$ cat src/rtl/dcache_arb_pkg.sv
// Shared types for the dcache port arbiter: FSM states, owner encoding and request payload layout.
package dcache_arb_pkg;

  typedef enum logic [1:0] {
    IDLE   = 2'd0,
    LOCK_S = 2'd1,
    LOCK_V = 2'd2
  } arb_state_e;

  localparam logic OWNER_SCALAR = 1'b0;
  localparam logic OWNER_VECTOR = 1'b1;

  localparam int ADDR_W  = 64;
  localparam int BE_W    = 8;
  localparam int SIZE_W  = 4;
  localparam int WDATA_W = 64;

  typedef struct packed {
    logic [ADDR_W-1:0]  addr;
    logic [BE_W-1:0]    be;
    logic [SIZE_W-1:0]  size;
    logic [WDATA_W-1:0] wdata;
  } dcache_arb_req_t;

  localparam int REQ_W = $bits(dcache_arb_req_t);

  function automatic arb_state_e lock_state(input logic owner);
    return (owner == OWNER_VECTOR) ? LOCK_V : LOCK_S;
  endfunction

endpackage

$ cat src/rtl/dcache_arb_out_cnt.sv
// Outstanding-transaction counter for one requester; eligible while its request is up and the count is below MaxOut.
module dcache_arb_out_cnt #(
  parameter int MaxOut = 2,
  parameter int CntW   = $clog2(MaxOut + 1)
) (
  input  logic            clk_i,
  input  logic            rst_i,
  input  logic            req_i,
  input  logic            inc_i,
  input  logic            dec_i,
  output logic [CntW-1:0] cnt_o,
  output logic            eligible_o
);

  localparam logic [CntW-1:0] MAX_CNT = CntW'(MaxOut);

  logic [CntW-1:0] cnt_q, cnt_d;

  // NOTE: every always_comb output gets a default assignment first so no latch is inferred.
  always_comb begin
    cnt_d = cnt_q;
    if (inc_i && !dec_i) begin
      cnt_d = cnt_q + CntW'(1);
    end else if (dec_i && !inc_i && (cnt_q != '0)) begin
      cnt_d = cnt_q - CntW'(1);
    end
  end

  // NOTE: sequential state uses non-blocking assignments so every flop samples pre-edge values.
  always_ff @(posedge clk_i) begin
    if (rst_i) begin
      cnt_q <= '0;
    end else begin
      cnt_q <= cnt_d;
    end
  end

  assign cnt_o      = cnt_q;
  assign eligible_o = req_i && (cnt_q < MAX_CNT);

  a_no_underflow: assert property (@(posedge clk_i) disable iff (rst_i)
    !(dec_i && (cnt_q == '0)));

endmodule

$ cat src/rtl/dcache_port_arbiter.sv
// Shares one dcache request port between the scalar load unit and the vector LSU.
// Define DCACHE_ARB_RR_EN for round-robin arbitration; otherwise scalar has fixed priority.
module dcache_port_arbiter
  import dcache_arb_pkg::*;
#(
  parameter int ReqW    = REQ_W,
  parameter int DataW   = 64,
  parameter int IdWidth = 1,
  parameter int MaxOut  = 2
) (
  input  logic               clk_i,
  input  logic               rst_i,
  input  logic               flush_i,
  input  logic               s_req_i,
  output logic               s_gnt_o,
  input  logic [ReqW-1:0]    s_payload_i,
  input  logic [IdWidth-1:0] s_id_i,
  output logic               s_rvalid_o,
  output logic [IdWidth-1:0] s_rid_o,
  output logic [DataW-1:0]   s_rdata_o,
  input  logic               v_req_i,
  output logic               v_gnt_o,
  input  logic [ReqW-1:0]    v_payload_i,
  input  logic [IdWidth-1:0] v_id_i,
  output logic               v_rvalid_o,
  output logic [IdWidth-1:0] v_rid_o,
  output logic [DataW-1:0]   v_rdata_o,
  output logic               m_req_o,
  input  logic               m_gnt_i,
  output logic [ReqW-1:0]    m_payload_o,
  output logic [IdWidth:0]   m_id_o,
  input  logic               m_rvalid_i,
  input  logic [IdWidth:0]   m_rid_i,
  input  logic [DataW-1:0]   m_rdata_i,
  output logic               busy_o
);

  localparam int CntW = $clog2(MaxOut + 1);

  arb_state_e         state_q, state_d;
  logic               sel_valid, sel_owner, grant;
  logic               s_elig, v_elig, s_inc, v_inc, s_dec, v_dec;
  logic [CntW-1:0]    s_cnt, v_cnt;
  logic               rvalid_q, rvalid_d, rowner_q, rowner_d;
  logic [IdWidth-1:0] rid_q, rid_d;
  logic [DataW-1:0]   rdata_q, rdata_d;

`ifdef DCACHE_ARB_RR_EN
  logic rr_q, rr_d;
  assign rr_d = grant ? ~rr_q : rr_q;

  always_ff @(posedge clk_i) begin
    if (rst_i) rr_q <= OWNER_SCALAR;
    else       rr_q <= rr_d;
  end
`endif

  dcache_arb_out_cnt #(.MaxOut(MaxOut), .CntW(CntW)) u_s_cnt (
    .clk_i      (clk_i),
    .rst_i      (rst_i),
    .req_i      (s_req_i),
    .inc_i      (s_inc),
    .dec_i      (s_dec),
    .cnt_o      (s_cnt),
    .eligible_o (s_elig)
  );

  dcache_arb_out_cnt #(.MaxOut(MaxOut), .CntW(CntW)) u_v_cnt (
    .clk_i      (clk_i),
    .rst_i      (rst_i),
    .req_i      (v_req_i),
    .inc_i      (v_inc),
    .dec_i      (v_dec),
    .cnt_o      (v_cnt),
    .eligible_o (v_elig)
  );

  // A locked owner is driven unconditionally until the cache accepts it.
  always_comb begin
    sel_valid = 1'b0;
    sel_owner = OWNER_SCALAR;
    state_d   = state_q;
    unique case (state_q)
      IDLE: begin
        if (!flush_i && (s_elig || v_elig)) begin
          sel_valid = 1'b1;
          if (s_elig && v_elig) begin
`ifdef DCACHE_ARB_RR_EN
            sel_owner = rr_q;
`else
            sel_owner = OWNER_SCALAR;
`endif
          end else begin
            sel_owner = v_elig ? OWNER_VECTOR : OWNER_SCALAR;
          end
          if (!m_gnt_i) state_d = lock_state(sel_owner);
        end
      end
      LOCK_S: begin
        sel_valid = 1'b1;
        sel_owner = OWNER_SCALAR;
        if (m_gnt_i) state_d = IDLE;
      end
      LOCK_V: begin
        sel_valid = 1'b1;
        sel_owner = OWNER_VECTOR;
        if (m_gnt_i) state_d = IDLE;
      end
      default: state_d = IDLE;
    endcase
  end

  assign grant = sel_valid && m_gnt_i;
  assign s_inc = grant && (sel_owner == OWNER_SCALAR);
  assign v_inc = grant && (sel_owner == OWNER_VECTOR);
  assign s_dec = m_rvalid_i && (m_rid_i[IdWidth] == OWNER_SCALAR);
  assign v_dec = m_rvalid_i && (m_rid_i[IdWidth] == OWNER_VECTOR);

  assign m_req_o     = sel_valid;
  assign m_payload_o = (sel_owner == OWNER_VECTOR) ? v_payload_i : s_payload_i;
  assign m_id_o      = {sel_owner, (sel_owner == OWNER_VECTOR) ? v_id_i : s_id_i};
  assign s_gnt_o     = s_inc;
  assign v_gnt_o     = v_inc;

  always_comb begin
    rvalid_d = m_rvalid_i;
    rowner_d = rowner_q;
    rid_d    = rid_q;
    rdata_d  = rdata_q;
    if (m_rvalid_i) begin
      rowner_d = m_rid_i[IdWidth];
      rid_d    = m_rid_i[IdWidth-1:0];
      rdata_d  = m_rdata_i;
    end
  end

  // NOTE: the response data registers are reset as well so outputs never show X after reset.
  always_ff @(posedge clk_i) begin
    if (rst_i) begin
      state_q  <= IDLE;
      rvalid_q <= 1'b0;
      rowner_q <= OWNER_SCALAR;
      rid_q    <= '0;
      rdata_q  <= '0;
    end else begin
      state_q  <= state_d;
      rvalid_q <= rvalid_d;
      rowner_q <= rowner_d;
      rid_q    <= rid_d;
      rdata_q  <= rdata_d;
    end
  end

  assign s_rvalid_o = rvalid_q && (rowner_q == OWNER_SCALAR);
  assign v_rvalid_o = rvalid_q && (rowner_q == OWNER_VECTOR);
  assign s_rid_o    = rid_q;
  assign v_rid_o    = rid_q;
  assign s_rdata_o  = rdata_q;
  assign v_rdata_o  = rdata_q;

  assign busy_o = (state_q != IDLE) || (s_cnt != '0) || (v_cnt != '0);

  a_lock_s_req_held: assert property (@(posedge clk_i) disable iff (rst_i)
    (state_q == LOCK_S) |-> s_req_i);
  a_lock_v_req_held: assert property (@(posedge clk_i) disable iff (rst_i)
    (state_q == LOCK_V) |-> v_req_i);

endmodule

$ cat config.mk
export PLATFORM = sky130hd
export DESIGN_NAME = dcache_port_arbiter
export DESIGN_NICKNAME = d
export VERILOG_FILES = /design/src/rtl/dcache_arb_pkg.sv /design/src/rtl/dcache_arb_out_cnt.sv /design/src/rtl/dcache_port_arbiter.sv
export SDC_FILE = /design/constraint.sdc
export NUM_CORES = 1
export LEC_CHECK = 0
export BUFFER_PORTS_ARGS = -buffer_cell sky130_fd_sc_hd__buf_2
export CORE_AREA = 2 2 246 248
export CTS_BUF_LIST = sky130_fd_sc_hd__clkbuf_8
export CTS_CLUSTER_DIAMETER = 30
export CTS_CLUSTER_SIZE = 10
export DETAILED_ROUTE_END_ITERATION = 8
export DIE_AREA = 0 0 248 250
export HOLD_SLACK_MARGIN = 0.1
export PLACE_DENSITY_LB_ADDON = 0.05
export SETUP_SLACK_MARGIN = 0.3
export SYNTH_ARGS = -nofsm -noshare
export SYNTH_HDL_FRONTEND = slang
export SYNTH_SLANG_ARGS = --single-unit
$ cat constraint.sdc
create_clock -name clk_i -period 2.51 [get_ports clk_i]
set_input_delay 0.502 -clock clk_i [delete_from_list [all_inputs] [get_ports clk_i]]
set_output_delay 0.502 -clock clk_i [all_outputs]
set_load 0.005 [all_outputs]
==> metrics, run 1 <==
Yosys top cell by area=mux2_2; root buf cell=clkbuf_8; Global Route met1 Usage=0.1035; GP Congestion=between 0.7 and 0.8; first-pass GRT wire length=47.27 mm; largest cells by area after synthesis=mux2_2 32%, dfxtp_1 29%, mux2i_1 13%; final hold vios=0; vias in the first global route=about 6.0k; CTS buffer count=9; clock latency on the worst-skew pair=a little under 400 ps; CP peak stage delay=approximately 350 ps; Crit Path Category=register to primary output; Die Y=250 um; gr ovfl total=0; top-count cell post-synth=mux2_2; ys async rst share=0; Routed WL=36.96 mm; CP Launch Type=register; DRC Markers=0; Starting Density=0.08355; GRT Util Overall=0.1110; PwrDens=about 450 mW/mm2; CP cell instances=inv_2, ha_4, and2b_2, a31oi_4, buf_12, buf_16, mux2_2, buf_2; Rel. slew slack=0.4810; Post-Synthesis Cells=around 500; Req. time, crit path=2010 ps; flop-to-flop setup slack=110 ps; DR vias/cell=3.190; Max VDD drop=around 0.2 mV; Post-Place Setup Slack=55.48 ps; Synth top cells by count=142 x mux2_2, 73 x dfxtp_1, 67 x nor2_1; Yosys reg bits=73; HPWL Detailed=31.62 mm; Final period util=1.113; layer with the highest usage=met2; wire length per cell=between 15 and 20 um; clock buffer depth=2; LEAKAGE=5.461 nW; status=finished, violations left; IO buf count=632; met3 Resource Use GR=0.03785; fmax=358.0 MHz; share of cells above drive strength 1=0.7795; dominant synthesized flop cell=dfxtp_1; Layout Skew=2.661 ps; Post-Syn Nets=around 850; Slowest-stage cell, CP=mux2_2; area delta synth->final=103.7%; Worst Tran Pin Value=a little under 800 ps; min Tclk post-route=roughly 2800 ps; Detail Route Antenna Nets=0; Post-synth EDFFs=0; worst setup margin=-283.1 ps; Die W=248 um; # IOs=roughly 630; largest net degree at the start of global routing=37; smallest hold slack=around 330 ps; post-synthesis instance area=0.004977 mm2; clk slew on worst S/H paths=90 ps; CP endpoint kind=primary output; hold buffers post-CTS=0; sequential element share of the synthesized area=0.2936; initial antenna violation count=31; clock sink total=73; top cell type's share of synthesized area=0.3213; die area=around 0.062 mm2; Arr. time, crit path=2290 ps; met2 GRT Util=0.2215; Core Region=0.05957 mm2; Min-Delay Path Class=input pin to register; failing checks=negative setup slack; fin. max-slew vios=0; via count=6006; Post-Syn Area per Cell=10.08 um2; row cnt=90; drt first pass iters=4; synth unique cells=32; Yosys warnings=0; RSZ-0062 raised after global routing=true; DRT iter0 DRCs=184; CP Max Fanout=27; H-tree Lvls=3; final setup violation count=144; CTS tree=built; Final nets=1437; total of max-cap violations=0
[layer usage]
| layer | routed length (um) | part of all wire |
|---|---|---|
| met4 | 1088 | 0.029 |
| met3 | 3070 | 0.083 |
| met1 | 12400 | 0.34 |
| met5 | 84 | 0.0023 |
| met2 | 20310 | 0.55 |
[cells in the final DEF, fill, tap and decap left out, drive strengths merged]
master and instances:
buf 670, or3b 2, diode 17, a311oi 2, a21oi 7, a2bb2oi 1
clkinv 2, nor2b 4, xnor2 2, bufinv 1, o21ai 4, a211oi 2
ha 3, a221oi 2, nand2b 4, clkinvlp 1, and2b 1, a31oi 1
a41o 2, nor2 67, nand2 4, clkbuf 12, nor4 1, mux2 142
inv 6, dfxtp 73, nand3 2, and2 1, mux2i 65
[final timing paths]
path | from | to | cells past startpoint
setup / recovery | state_q[0] | m_payload_o[75] | 8
hold / removal | m_rdata_i[35] | s_rdata_o[35] | 3
setup reg to reg | state_q[0] | u_s_cnt.cnt_o[0] | 14
hold reg to reg | rowner_q | rowner_q | 2
[report_power, final]
part,internal [mW],leakage (nW),switching (mW)
Clock,0.511,0.107,0.548
Sequential,1.23,0.603,0.0659
Combinational,1.33,4.75,0.853
[state kept, by name, summed over array words and instances (netlist names)]
signal and count:
s_rid_o 1, rowner_q 1, u_v_cnt.cnt_o 2, u_s_cnt.cnt_o 2, rvalid_q 1, state_q 2
s_rdata_o 64
[per-stage QoR]
step	cell area [um2]	total power [mW]	instances	utilization	TNS (ps)
3_5_place_dp	8720	3.014	1830	0.1464	0
2_1_floorplan	5006	2.155	494	-	0
3_3_place_gp	8720	3.044	1830	0.1464	0
6_report	10140	4.535	1883	0.1702	-32270
5_1_grt	10110	4.856	1872	0.1697	-50370
4_1_cts	9618	4.489	1861	0.1615	-43410
[what timing repair did]
item,4_1_cts,5_1_grt
pin swaps,1,4
hold endpoints to repair,0,0
buffers inserted,12,4
setup endpoints to repair,145,149
cloned,3,1
resized for setup,104,89
[layout make-up]
type	instances	area (um2)
fillers	6807	49430
repair buffers	671	4222
multi-input cells	319	3201
flip-flops and latches	73	1464
well taps	782	978.4
clock buffers	11	151.4
clock inverters	5	55.05
diodes	17	42.54
inverters	5	23.77
[worst max-delay path, delay by kind of cell (launching register included)]
family | cells | cell delay (ps)
simple gates | 1 | 210
compound gates | 1 | 200
flops | 1 | 340
buf+inv | 4 | 600
fa+ha+maj | 1 | 150
mux | 1 | 350
[logic make-up after synthesis]
logic type,count (synthesis),synth area share
multiplexers,207,0.4520
buffers and inverters,102,0.1307
AND/OR/NAND/NOR,86,0.07466
flip-flops,73,0.2936
AO/OA/AOI/OAI,21,0.03796
adder cells (fa/ha/maj),3,0.007542
XOR/XNOR,2,0.003520
Power figures use the tool's default switching activity.
==> run 2, diff against run 1 <==
BUFFER_PORTS_ARGS = -buffer_cell sky130_fd_sc_hd__clkbuf_2   (was -buffer_cell sky130_fd_sc_hd__buf_2)
==> metrics, run 2 (synthesis gave the netlist of run 1 again) <==
fill cell count=6834; CP peak stage delay=340 ps; Core Region=0.05957 mm2; clock buffer depth=2; first-pass GRT wire length=48.26 mm; DRC Markers=0; CP Max Fanout=8; share of cells above drive strength 1=0.7840; worst setup margin=-272.6 ps; min Tclk post-route=approximately 2800 ps; Finished Cell Area=0.009759 mm2; Layout Skew=3.216 ps; # IOs=633; Routed WL=37.26 mm; row cnt=90; Slowest-stage cell, CP=dfxtp_2; fin. max-slew vios=0; Final period util=1.109; commonest non-fill, non-tap cells in the layout=610 x clkbuf_2, 98 x mux2_2, 71 x dfxtp_1; CP cell instances=inv_2, ha_4, and2b_2, a31oi_4, buf_12, buf_16, buf_12, buf_16, mux2_4, buf_6; status=finished, violations left; DR vias/cell=about 3.2; gr ovfl total=0; Final Core Density=0.1638; H-tree Lvls=3; IO buf count=632; area delta synth->final=96.08%; Post-Place Setup Slack=33.48 ps; clock latency on the worst-skew pair=370 ps; final hold vios=0; hold buffers post-CTS=0; Crit Path Category=register to primary output; most common cell after layout, fill and taps aside=clkbuf_2; vias in the first global route=6117; Rel. slew slack=0.5287; LEAKAGE=roughly 5.3 nW; drt first pass iters=4; PwrDens=451.0 mW/mm2; HPWL Detailed=about 32 mm; final setup violation count=145; failing checks=negative setup slack; Min-Delay Path Class=input pin to register; Arr. time, crit path=2280 ps; CP Launch Type=register; wire length per cell=19.87 um; Worst Tran Pin Value=roughly 700 ps; fmax=359.4 MHz; Final nets=around 1.4k; DRT iter0 DRCs=139; clk slew on worst S/H paths=roughly 90 ps; Starting Density=0.08355; root buf cell=clkbuf_8; CTS buffer count=9; clock sink total=73; die area=just over 0.06 mm2; max reg flops=64; Detail Route Antenna Nets=0; GP Congestion=0.7936; GRT Util Overall=0.1121; Req. time, crit path=approximately 2000 ps; largest net degree at the start of global routing=roughly 60; via count=roughly 6k; CTS tree=built; Max VDD drop=0.1940 mV; Die Y=250 um; RSZ-0062 raised after global routing=true; total of max-cap violations=0; Placed Area=0.008735 mm2; initial antenna violation count=12; CP endpoint kind=primary output; smallest hold slack=341.3 ps; Die W=248 um
[run 2: changes by cell type in the layout (fill, tap and decap cells not counted), moves of 2 or more]
cell       previous run  this run
clkbuf_2              0       610
buf_12                9        11
buf_8                 1         6
diode_2              17         5
mux2_2               63        98
a21oi_2               1         3
buf_16                6         4
bufbuf_16             0         3
buf_2               555         2
a21oi_1               6         4
mux2_4               79        44
buf_6                84        23
[run 2: report_power, final]
| part | internal (mW) | switching (mW) | total, mW |
|---|---|---|---|
| clock | 0.511 | 0.524 | 1.03 |
| combinational | 1.23 | 0.836 | 2.06 |
| sequential | 1.23 | 0.0723 | 1.30 |
[run 2: critical path, delay by kind of cell, from the launching register on]
| family | cells | cell delay, ps |
|---|---|---|
| AO/OA/AOI/OAI | 1 | 200 |
| adder cells (fa/ha/maj) | 1 | 150 |
| buffers and inverters | 6 | 700 |
| flip-flops | 1 | 340 |
| multiplexers | 1 | 300 |
| AND/OR/NAND/NOR | 1 | 210 |
[run 2: metal layers]
metal,vias to the layer above,track usage,part of all wire
met1,2775,0.1090,0.34
met2,328,0.2231,0.55
met3,38,0.03377,0.087
li1,2826,-,-
met5,-,0,0.00062
met4,4,0.03062,0.016
[run 2: stage by stage]
stage | power [mW] | cells | setup TNS (ps)
4_1_cts | 4.464 | 1864 | -41210
5_1_grt | 4.728 | 1874 | -46020
6_report | 4.402 | 1875 | -28470
2_1_floorplan | 2.155 | 494 | 0
3_3_place_gp | 3.077 | 1832 | 0
3_5_place_dp | 3.044 | 1832 | 0
[run 2: timing repair]
action / CTS / global route
gates resized for setup: 80 / 54
setup buffers: 11 / 5
endpoints found under the setup margin: 144 / 149
pin swaps: 2 / 8
cloned: 5 / 1
[run 2: final cells by class]
type | count | area, um2 | share of cell area
timing repair buffer | 675 | 3978 | 0.4076
multi-input combinational | 319 | 3089 | 0.3165
sequential | 73 | 1464 | 0.1500
tap | 782 | 978.4 | 0.1003
clock buffer | 11 | 151.4 | 0.01551
clock inverter | 5 | 55.05 | 0.005641
inverter | 5 | 31.28 | 0.003205
antenna | 5 | 12.51 | 0.001282
[run 2: final timing paths]
| path | slack, ps | from | cells past startpoint | end |
|---|---|---|---|---|
| worst max-delay path | -270 | state_q[0] | 10 | m_payload_o[34] |
| worst min register to register | 490 | rowner_q | 2 | rowner_q |
| worst min-delay path | 340 | m_rdata_i[2] | 3 | s_rdata_o[2] |
| worst max register to register | -20 | state_q[0] | 13 | u_v_cnt.cnt_o[0] |
